### config.mk
export PLATFORM = sky130hd
export DESIGN_NAME = pipe_skid
export DESIGN_NICKNAME = d
export VERILOG_FILES = /design/src/rtl/pipe_pkg.sv /design/src/rtl/skid_reg.sv /design/src/rtl/pipe_skid.sv
export SDC_FILE = /design/constraint.sdc
export NUM_CORES = 1
export LEC_CHECK = 0
export BUFFER_PORTS_ARGS = -buffer_cell sky130_fd_sc_hd__buf_2
export CAP_MARGIN = 10
export CORE_ASPECT_RATIO = 1.75
export CORE_MARGIN = 4
export CORE_UTILIZATION = 47
export CTS_CLUSTER_SIZE = 24
export DETAILED_ROUTE_END_ITERATION = 8
export PLACE_DENSITY = 0.72
export SETUP_SLACK_MARGIN = 0.1
export SLEW_MARGIN = 5
export SYNTH_ARGS = -nofsm -noshare
export SYNTH_HDL_FRONTEND = slang
export SYNTH_SLANG_ARGS = --single-unit
### constraint.sdc
create_clock -name clk -period 1.8 [get_ports clk]
set_input_delay 0.18 -clock clk [delete_from_list [all_inputs] [get_ports clk]]
set_output_delay 0.18 -clock clk [all_outputs]
set_load 0.005 [all_outputs]
### src/rtl/pipe_pkg.sv
// pipe_pkg: shared types and defaults for the skid-buffered pipeline stage.
//   skid_state_t : occupancy state of the two-entry stage (EMPTY, BUSY, FULL)
//   DefDataW     : default payload width
//   DefCntW      : default stall counter width
//   is_stall()   : a cycle counts as stalled when a word is offered but not taken
package pipe_pkg;

   typedef enum logic [1:0] {
      EMPTY = 2'd0,
      BUSY  = 2'd1,
      FULL  = 2'd2
   } skid_state_t;

   localparam int unsigned DefDataW = 8;
   localparam int unsigned DefCntW  = 16;

   function automatic logic is_stall(input logic valid, input logic ready);
      return valid && !ready;
   endfunction

endpackage

### src/rtl/skid_reg.sv
// skid_reg: DATA_W-bit register with load enable and asynchronous active-high clear.
// Ports:
//   clk : clock, rising edge
//   rst : asynchronous clear, active high; forces q to zero
//   en  : load enable; q takes d on the rising edge when set
//   d   : data to load
//   q   : registered data
module skid_reg
   import pipe_pkg::*;
#(
   parameter int unsigned DATA_W = DefDataW
) (
   input  logic              clk,
   input  logic              rst,
   input  logic              en,
   input  logic [DATA_W-1:0] d,
   output logic [DATA_W-1:0] q
);

   always_ff @(posedge clk or posedge rst) begin
      if (rst) begin
         q <= '0;
      end else if (en) begin
         q <= d;
      end
   end

endmodule

### src/rtl/pipe_skid.sv
// pipe_skid: two-entry valid/ready pipeline stage with skid buffering.
// The upstream side only ever sees a registered in_ready, so a downstream stall
// costs one extra word of storage (the skid entry) instead of a combinational
// ready path. A saturating counter reports cycles where the consumer stalls.
// Ports:
//   clk       : clock, all state changes on the rising edge
//   rst       : asynchronous active-high reset; discards both entries
//   in_valid  : upstream presents in_data
//   in_data   : upstream payload
//   in_ready  : registered; stage can accept a word this cycle
//   out_valid : registered; out_data holds a word
//   out_data  : registered payload from the main entry
//   out_ready : downstream accepts out_data
//   stall_cnt : saturating count of cycles with out_valid && !out_ready
module pipe_skid
   import pipe_pkg::*;
#(
   parameter int unsigned DATA_W = DefDataW,
   parameter int unsigned CNT_W  = DefCntW
) (
   input  logic              clk,
   input  logic              rst,
   input  logic              in_valid,
   input  logic [DATA_W-1:0] in_data,
   output logic              in_ready,
   output logic              out_valid,
   output logic [DATA_W-1:0] out_data,
   input  logic              out_ready,
   output logic [CNT_W-1:0]  stall_cnt
);

   skid_state_t       state_q, state_d;
   logic              in_ready_q;
   logic              out_valid_q;
   logic              main_en;
   logic              skid_en;
   logic [DATA_W-1:0] main_d;
   logic [DATA_W-1:0] main_q;
   logic [DATA_W-1:0] skid_q;
   logic [CNT_W-1:0]  stall_cnt_q, stall_cnt_d;
   logic              in_fire;
   logic              out_fire;

   assign in_fire  = in_valid && in_ready_q;
   assign out_fire = out_valid_q && out_ready;

   // Next-state and entry-load decode. The main entry always feeds out_data, so
   // it is only reloaded when it is empty or its word is leaving this edge.
   always_comb begin
      state_d = state_q;
      main_en = 1'b0;
      skid_en = 1'b0;
      main_d  = in_data;
      unique case (state_q)
         EMPTY: begin
            if (in_fire) begin
               state_d = BUSY;
               main_en = 1'b1;
            end
         end
         BUSY: begin
            if (in_fire && out_fire) begin
               main_en = 1'b1;
            end else if (in_fire) begin
               // Consumer stalled while a new word arrived: park it in skid.
               state_d = FULL;
               skid_en = 1'b1;
            end else if (out_fire) begin
               state_d = EMPTY;
            end
         end
         FULL: begin
            // in_ready is low here, so only the drain of main can happen.
            if (out_ready) begin
               state_d = BUSY;
               main_en = 1'b1;
               main_d  = skid_q;
            end
         end
         default: begin
            state_d = EMPTY;
         end
      endcase
   end

   always_comb begin
      stall_cnt_d = stall_cnt_q;
      if (is_stall(out_valid_q, out_ready) && (stall_cnt_q != {CNT_W{1'b1}})) begin
         stall_cnt_d = stall_cnt_q + {{(CNT_W-1){1'b0}}, 1'b1};
      end
   end

   // Handshake flops are computed from next_state so both outputs are plain
   // flop outputs with no path from out_ready or in_valid.
   always_ff @(posedge clk or posedge rst) begin
      if (rst) begin
         state_q     <= EMPTY;
         in_ready_q  <= 1'b0;
         out_valid_q <= 1'b0;
         stall_cnt_q <= '0;
      end else begin
         state_q     <= state_d;
         in_ready_q  <= (state_d != FULL);
         out_valid_q <= (state_d != EMPTY);
         stall_cnt_q <= stall_cnt_d;
      end
   end

   skid_reg #(
      .DATA_W (DATA_W)
   ) u_main (
      .clk (clk),
      .rst (rst),
      .en  (main_en),
      .d   (main_d),
      .q   (main_q)
   );

   skid_reg #(
      .DATA_W (DATA_W)
   ) u_skid (
      .clk (clk),
      .rst (rst),
      .en  (skid_en),
      .d   (in_data),
      .q   (skid_q)
   );

   assign in_ready  = in_ready_q;
   assign out_valid = out_valid_q;
   assign out_data  = main_q;
   assign stall_cnt = stall_cnt_q;

endmodule

# ---- Word-level counts from Yosys, hierarchy flattened
# Cells that the tools add are included.
# Widths: inputs -> output; s select.
dict set report totals {
  regBits 36
  latchBits 0
  mem_bits_rw 0
  mem_bits_ro 0
  out_inout_bits 26
  word_cells 33
  n_memories 0
}
dict set report classes {
  addsub 1
  n_mul 0
  div_mod_pow 0
  magnitude_cmp 0
  n_eq_ne 4
  shift 0
  mux 14
  n_bitwise 0
  reduce_logical 8
}
# op n
set op_table {}
lappend op_table {{$add 16x1->16 const B} 1}
lappend op_table {{$mux 8} 2}
lappend op_table {{$ne 16x16->1 const B} 1}
lappend op_table {{$mux 2} 5}
lappend op_table {{$pmux 2 s3} 1}
lappend op_table {{$logic_and 1x1->1} 5}
lappend op_table {{$mux 1} 5}
lappend op_table {{$pmux 1 s3} 1}
lappend op_table {{$eq 2x1->1 const B} 1}
lappend op_table {{$eq 2x2->1 const B} 1}
lappend op_table {{$logic_not 2->1} 1}
lappend op_table {{$ne 2x2->1 const B} 1}
lappend op_table {{$reduce_bool 2->1} 1}
lappend op_table {{$logic_not 1->1} 1}

# ---- Longest topological paths before layout
dict set report depth {
  ltp_word 6
  depth_mapped 6
}

# ---- Cells and area by module
# Synthesis repeated with hierarchy kept, for this count alone.
dict set report unflattened {
  hier_cells 145
  area_unflattened_um2 1840.5
}
# module n_inst cells_per_inst area_each_um2
set by_module_without_submodules {}
lappend by_module_without_submodules {pipe_skid 1 109 1169.9}
lappend by_module_without_submodules {skid_reg 2 18 335.3}

# ---- Least setup slack after synthesis
# Ideal clock, no wire load.
dict set report synth_timing {
  kind {flip-flop to flip-flop}
  start {register stall_cnt_q[5], in the netlist stall_cnt[5]}
  end {register stall_cnt_q[1], in the netlist stall_cnt[1]}
  setup_ns 0.125
  arrival_ns 1.719
  t_required_ns 1.675
  setup_slack_ns -0.044
  path_stages_with_launch 6
  path_cell_list {dfrtp_1 > nand4_2 > or4_4 > buf_6 > and3b_4 > mux2_4}
}
dict set report synth_between {
  elab_chain_len 2
}
# element line
set synth_rtl {}
lappend synth_rtl {{from (decl)} pipe_skid.sv:40} ;# logic [CNT_W-1:0] stall_cnt_q, stall_cnt_d;
lappend synth_rtl {{from (signal assigned)} pipe_skid.sv:105} ;# stall_cnt_q <= stall_cnt_d;
lappend synth_rtl {{$ne 16x16->1} pipe_skid.sv:88} ;# if (is_stall(out_valid_q, out_ready) && (stall_cnt_q != {CNT_W{1'b1}})) begin
lappend synth_rtl {{$logic_and 1x1->1} pipe_skid.sv:88}
# No other way between the ends.
# A chain may end at the register's enable or synchronous reset.

# ---- Worst setup path after layout
dict set report layout_timing {
  start {register stall_cnt_q[8], in the netlist stall_cnt[8]}
  end {register stall_cnt_q[1], in the netlist stall_cnt[1]}
}
# The elaborated chain is that of the path after synthesis.

==> flow_metrics.py <==
metrics = {
    "run_status": {
        "status": "finished with violations",
        "violations": "negative hold slack",
    },
    "timing": {
        "period_needed_ns": 1.69,
        "layout_worst_path_cycle_share_pct": 93.9,
        "timing.final.ws_setup_ns": 0.111,
        "slew_viol_final": 0,
        "skew_ns": 0.00643,
        "max_freq_mhz": 592,
        "relSlewSlack_pct": 66.2,
        "worst_pin_slew_ns": 0.505,
        "holdWs_ns": -0.0148,
        "rsz0062_at_grt": "true",
        "setup_violations": 0,
        "hold_viol": 36,
    },
    "logic_synthesis": {
        "postSynth.asyncResetShare_pct": 100,
        "synth_edf_count": 0,
        "synth_cell_types": 29,
        "synthFlopType": "dfrtp_1",
        "ys_warn_count": 0,
        "synth_area_per_cell_um2": 12.5,
        "synthTopCellsByArea": "dfrtp_1, mux2_2, xnor2_1",
        "synth_common_cells": "dfrtp_1, mux2_2, nand3_1",
        "synth_cells": 133,
        "syn_nets": 146,
        "synth_area_leader_cell": "dfrtp_1",
        "seq_area_frac_synth_pct": 54.1,
        "synth_seq_cells": 36,
        "netlist_area_mm2": 0.00166,
        "synthDominantCellAreaShare_pct": 54.1,
        "post-synth-top-count-cell": "dfrtp_1",
    },
    "job": {
        "maxCapViolCount": 0,
    },
    "setup_path": {
        "worstPathArrival_ns": 1.86,
        "r2r-start": "stall_cnt[8]",
        "rrSetupSlack_ns": 0.11,
        "cp-end-kind": "flop",
        "cpMaxStageDelayCell": "or4_4",
        "cp_num_cells": 4,
        "cp.required_ns": 1.97,
        "cp-start-kind": "flop",
        "crit_chain": "nand4_2, or4_4, and3b_4, mux2_4",
        "r2r_cells": 4,
        "cp_max_fo": 4,
        "critPathMaxStageDelay_ns": 0.53,
        "crit_buf_inv": 0,
        "critPathKind": "flop to flop",
        "r2r-end": "stall_cnt[1]",
        "worst_path_dominant_cell_family": "simple AND/OR/NAND/NOR gates",
    },
    "cells_and_area": {
        "seq_area_um2": 901,
        "n_antenna_cell": 0,
        "n_fill_cell": 286,
        "multi_input_area_um2": 742,
        "syn2layout_area_growth_pct": 28.8,
        "fin_nets": 208,
        "drive_gt1_share_pct": 48.5,
        "stdcell_count": 241,
    },
    "clock_tree": {
        "htreeDepth": 2,
        "clock_latency_ns": 0.28,
        "numCtsBuffers": 5,
        "root_buffer": "clkbuf_8",
        "path_clk_slew_ns": 0.07,
        "cts_tree": "built",
        "cts_hold_buffers": 0,
        "clockBufferDepth": 2,
        "cts.sinks": 36,
    },
    "floorplanning": {
        "rows": 28,
        "initial_core_util_pct": 49.0,
        "fp.dieW_um": 53.0,
        "dieArea_mm2": 0.00459,
        "design.core.area_mm2": 0.00340,
        "ios": 38,
        "die_h_um": 86.7,
    },
    "placed_design": {
        "gp_congestion": 0.751,
        "dp_slack_ns": 0.0729,
        "dp_hpwl_mm": 2.73,
        "numPlacedInstances": 228,
        "numPortBuffers": 37,
    },
    "routing": {
        "wirelength_mm": 3.57,
        "drtIter0Drc": 6,
        "vias": 1275,
        "wire_per_inst_um": 14.8,
        "dr.pass1.iters": 3,
        "avgViaCountPerCell": 5.29,
        "antenna_left": 0,
        "drc": 0,
    },
    "min_path": {
        "hp-class": "input pin to asynchronous set/reset pin",
    },
    "grt": {
        "gr-usage-all-layers_pct": 18.0,
        "grt_start_max_net_pins": 37,
        "overflow": 0,
        "grt_pass1_wl_mm": 6.18,
        "antenna_found_initial": 0,
        "grt_pass1_vias": 1412,
    },
    "power": {
        "clkPwrFrac_pct": 19.6,
        "peakVddDrop_uv": 778,
        "combinationalPowerShare_pct": 36.8,
        "sw_frac_of_total_pct": 30.0,
        "intPower_w": 0.00206,
        "p_leak_nw": 1.04,
        "pwr-share-seq_pct": 43.6,
        "p_per_area_mw_per_mm2": 1370,
        "p_sw_w": 0.000881,
    },
}
## routing by layer
metal / up-vias / global-route usage, % / routed length [µm]
met1: 637 / 19.4 / 1280
met4: 0 / 7.44 / 63
met2: 31 / 31.7 / 2040
met5: - / 0 / 0
met3: 6 / 5.34 / 186
li1: 601 / - / -
## through the flow
stage	TNS, ns	hold WS, ns	utilization, %	total power, W	area (µm²)
5_1_grt	0	0.0366	63.1	0.00315	2140
6_report	0	-0.0148	63.1	0.00294	2140
2_1_floorplan	-0.0426	0.330	-	0.00190	1660
3_3_place_gp	0	0.295	59.1	0.00227	2010
4_1_cts	0	0.00218	62.4	0.00296	2120
3_5_place_dp	0	0.309	59.1	0.00235	2010
## area by class of cell
class	count	share of cell area, %
inverters	3	0.525
repair buffers	58	16.0
multi-input cells	91	34.6
clock buffers	8	4.20
flip-flops and latches	36	42.0
well taps	45	2.63
## worst max path at each step
| stage | startpoint | endpoint | slack (ns) |
|---|---|---|---|
| 2_1_floorplan | stall_cnt[7] | stall_cnt[1] | -0.04 |
| 3_3_place_gp | stall_cnt[2] | stall_cnt[1] | 0.13 |
| 3_5_place_dp | stall_cnt[1] | stall_cnt[1] | 0.07 |
| 4_1_cts | stall_cnt[14] | stall_cnt[1] | 0.11 |
| 5_1_grt | stall_cnt[1] | stall_cnt[1] | 0.04 |
| 6_report | stall_cnt[8] | stall_cnt[1] | 0.11 |
## flip-flops by register name, summed over array words and instances, names as in the netlist
register / count
in_ready: 1
out_valid: 1
stall_cnt: 16
state_q: 2
u_main.q: 8
u_skid.q: 8
## logic make-up after synthesis
group / Yosys count / synth area share [%]
DFF: 36 / 54.1
and+or+nand+nor: 42 / 15.5
AOI/OAI and AO/OA: 12 / 4.89
adders and majority gates: 1 / 0.752
xor gates and xnor gates: 11 / 5.79
muxes: 25 / 17.1
buffers and inverters: 6 / 1.80
## worst reg2reg max path: cells and delay by family (launching register included)
family           cells  cell delay [ns]
and+or+nand+nor      3             0.88
DFF                  1             0.41
muxes                1             0.29
## power by group through the flow
stage	registers, W	clock network [W]	logic [W]
final	0.00128	0.000575	0.00108
after global routing	0.00132	0.000634	0.00119
after CTS	0.00128	0.000599	0.00108
after detailed placement	0.00130	0	0.00105
after global placement	0.00127	0	0.00100
after floorplan	0.00131	0	0.000585
## timing repair
action,in CTS,in global routing
pin swaps,1,1
setup buffers,3,2
gates resized for setup,0,2
endpoints found under the setup margin,1,9
## placed cells by master, fill, tap and decap left out, types with 2 or more instances in the layout
| cell type | instances |
|---|---|
| and3_1 | 3 |
| dfrtp_1 | 36 |
| buf_2 | 37 |
| nand2b_1 | 2 |
| o21a_1 | 5 |
| o21ai_0 | 3 |
| clkbuf_1 | 2 |
| nand4_1 | 5 |
| nand2_1 | 7 |
| xor2_1 | 4 |
| a31oi_1 | 2 |
| nor3_1 | 4 |
| clkbuf_8 | 6 |
| nand3_1 | 9 |
| buf_4 | 21 |
| xnor2_1 | 7 |
| nand4_2 | 2 |
| mux2_2 | 24 |
| inv_1 | 3 |
| nor2_1 | 3 |
Note: power is estimated with default switching activity, not from simulation.
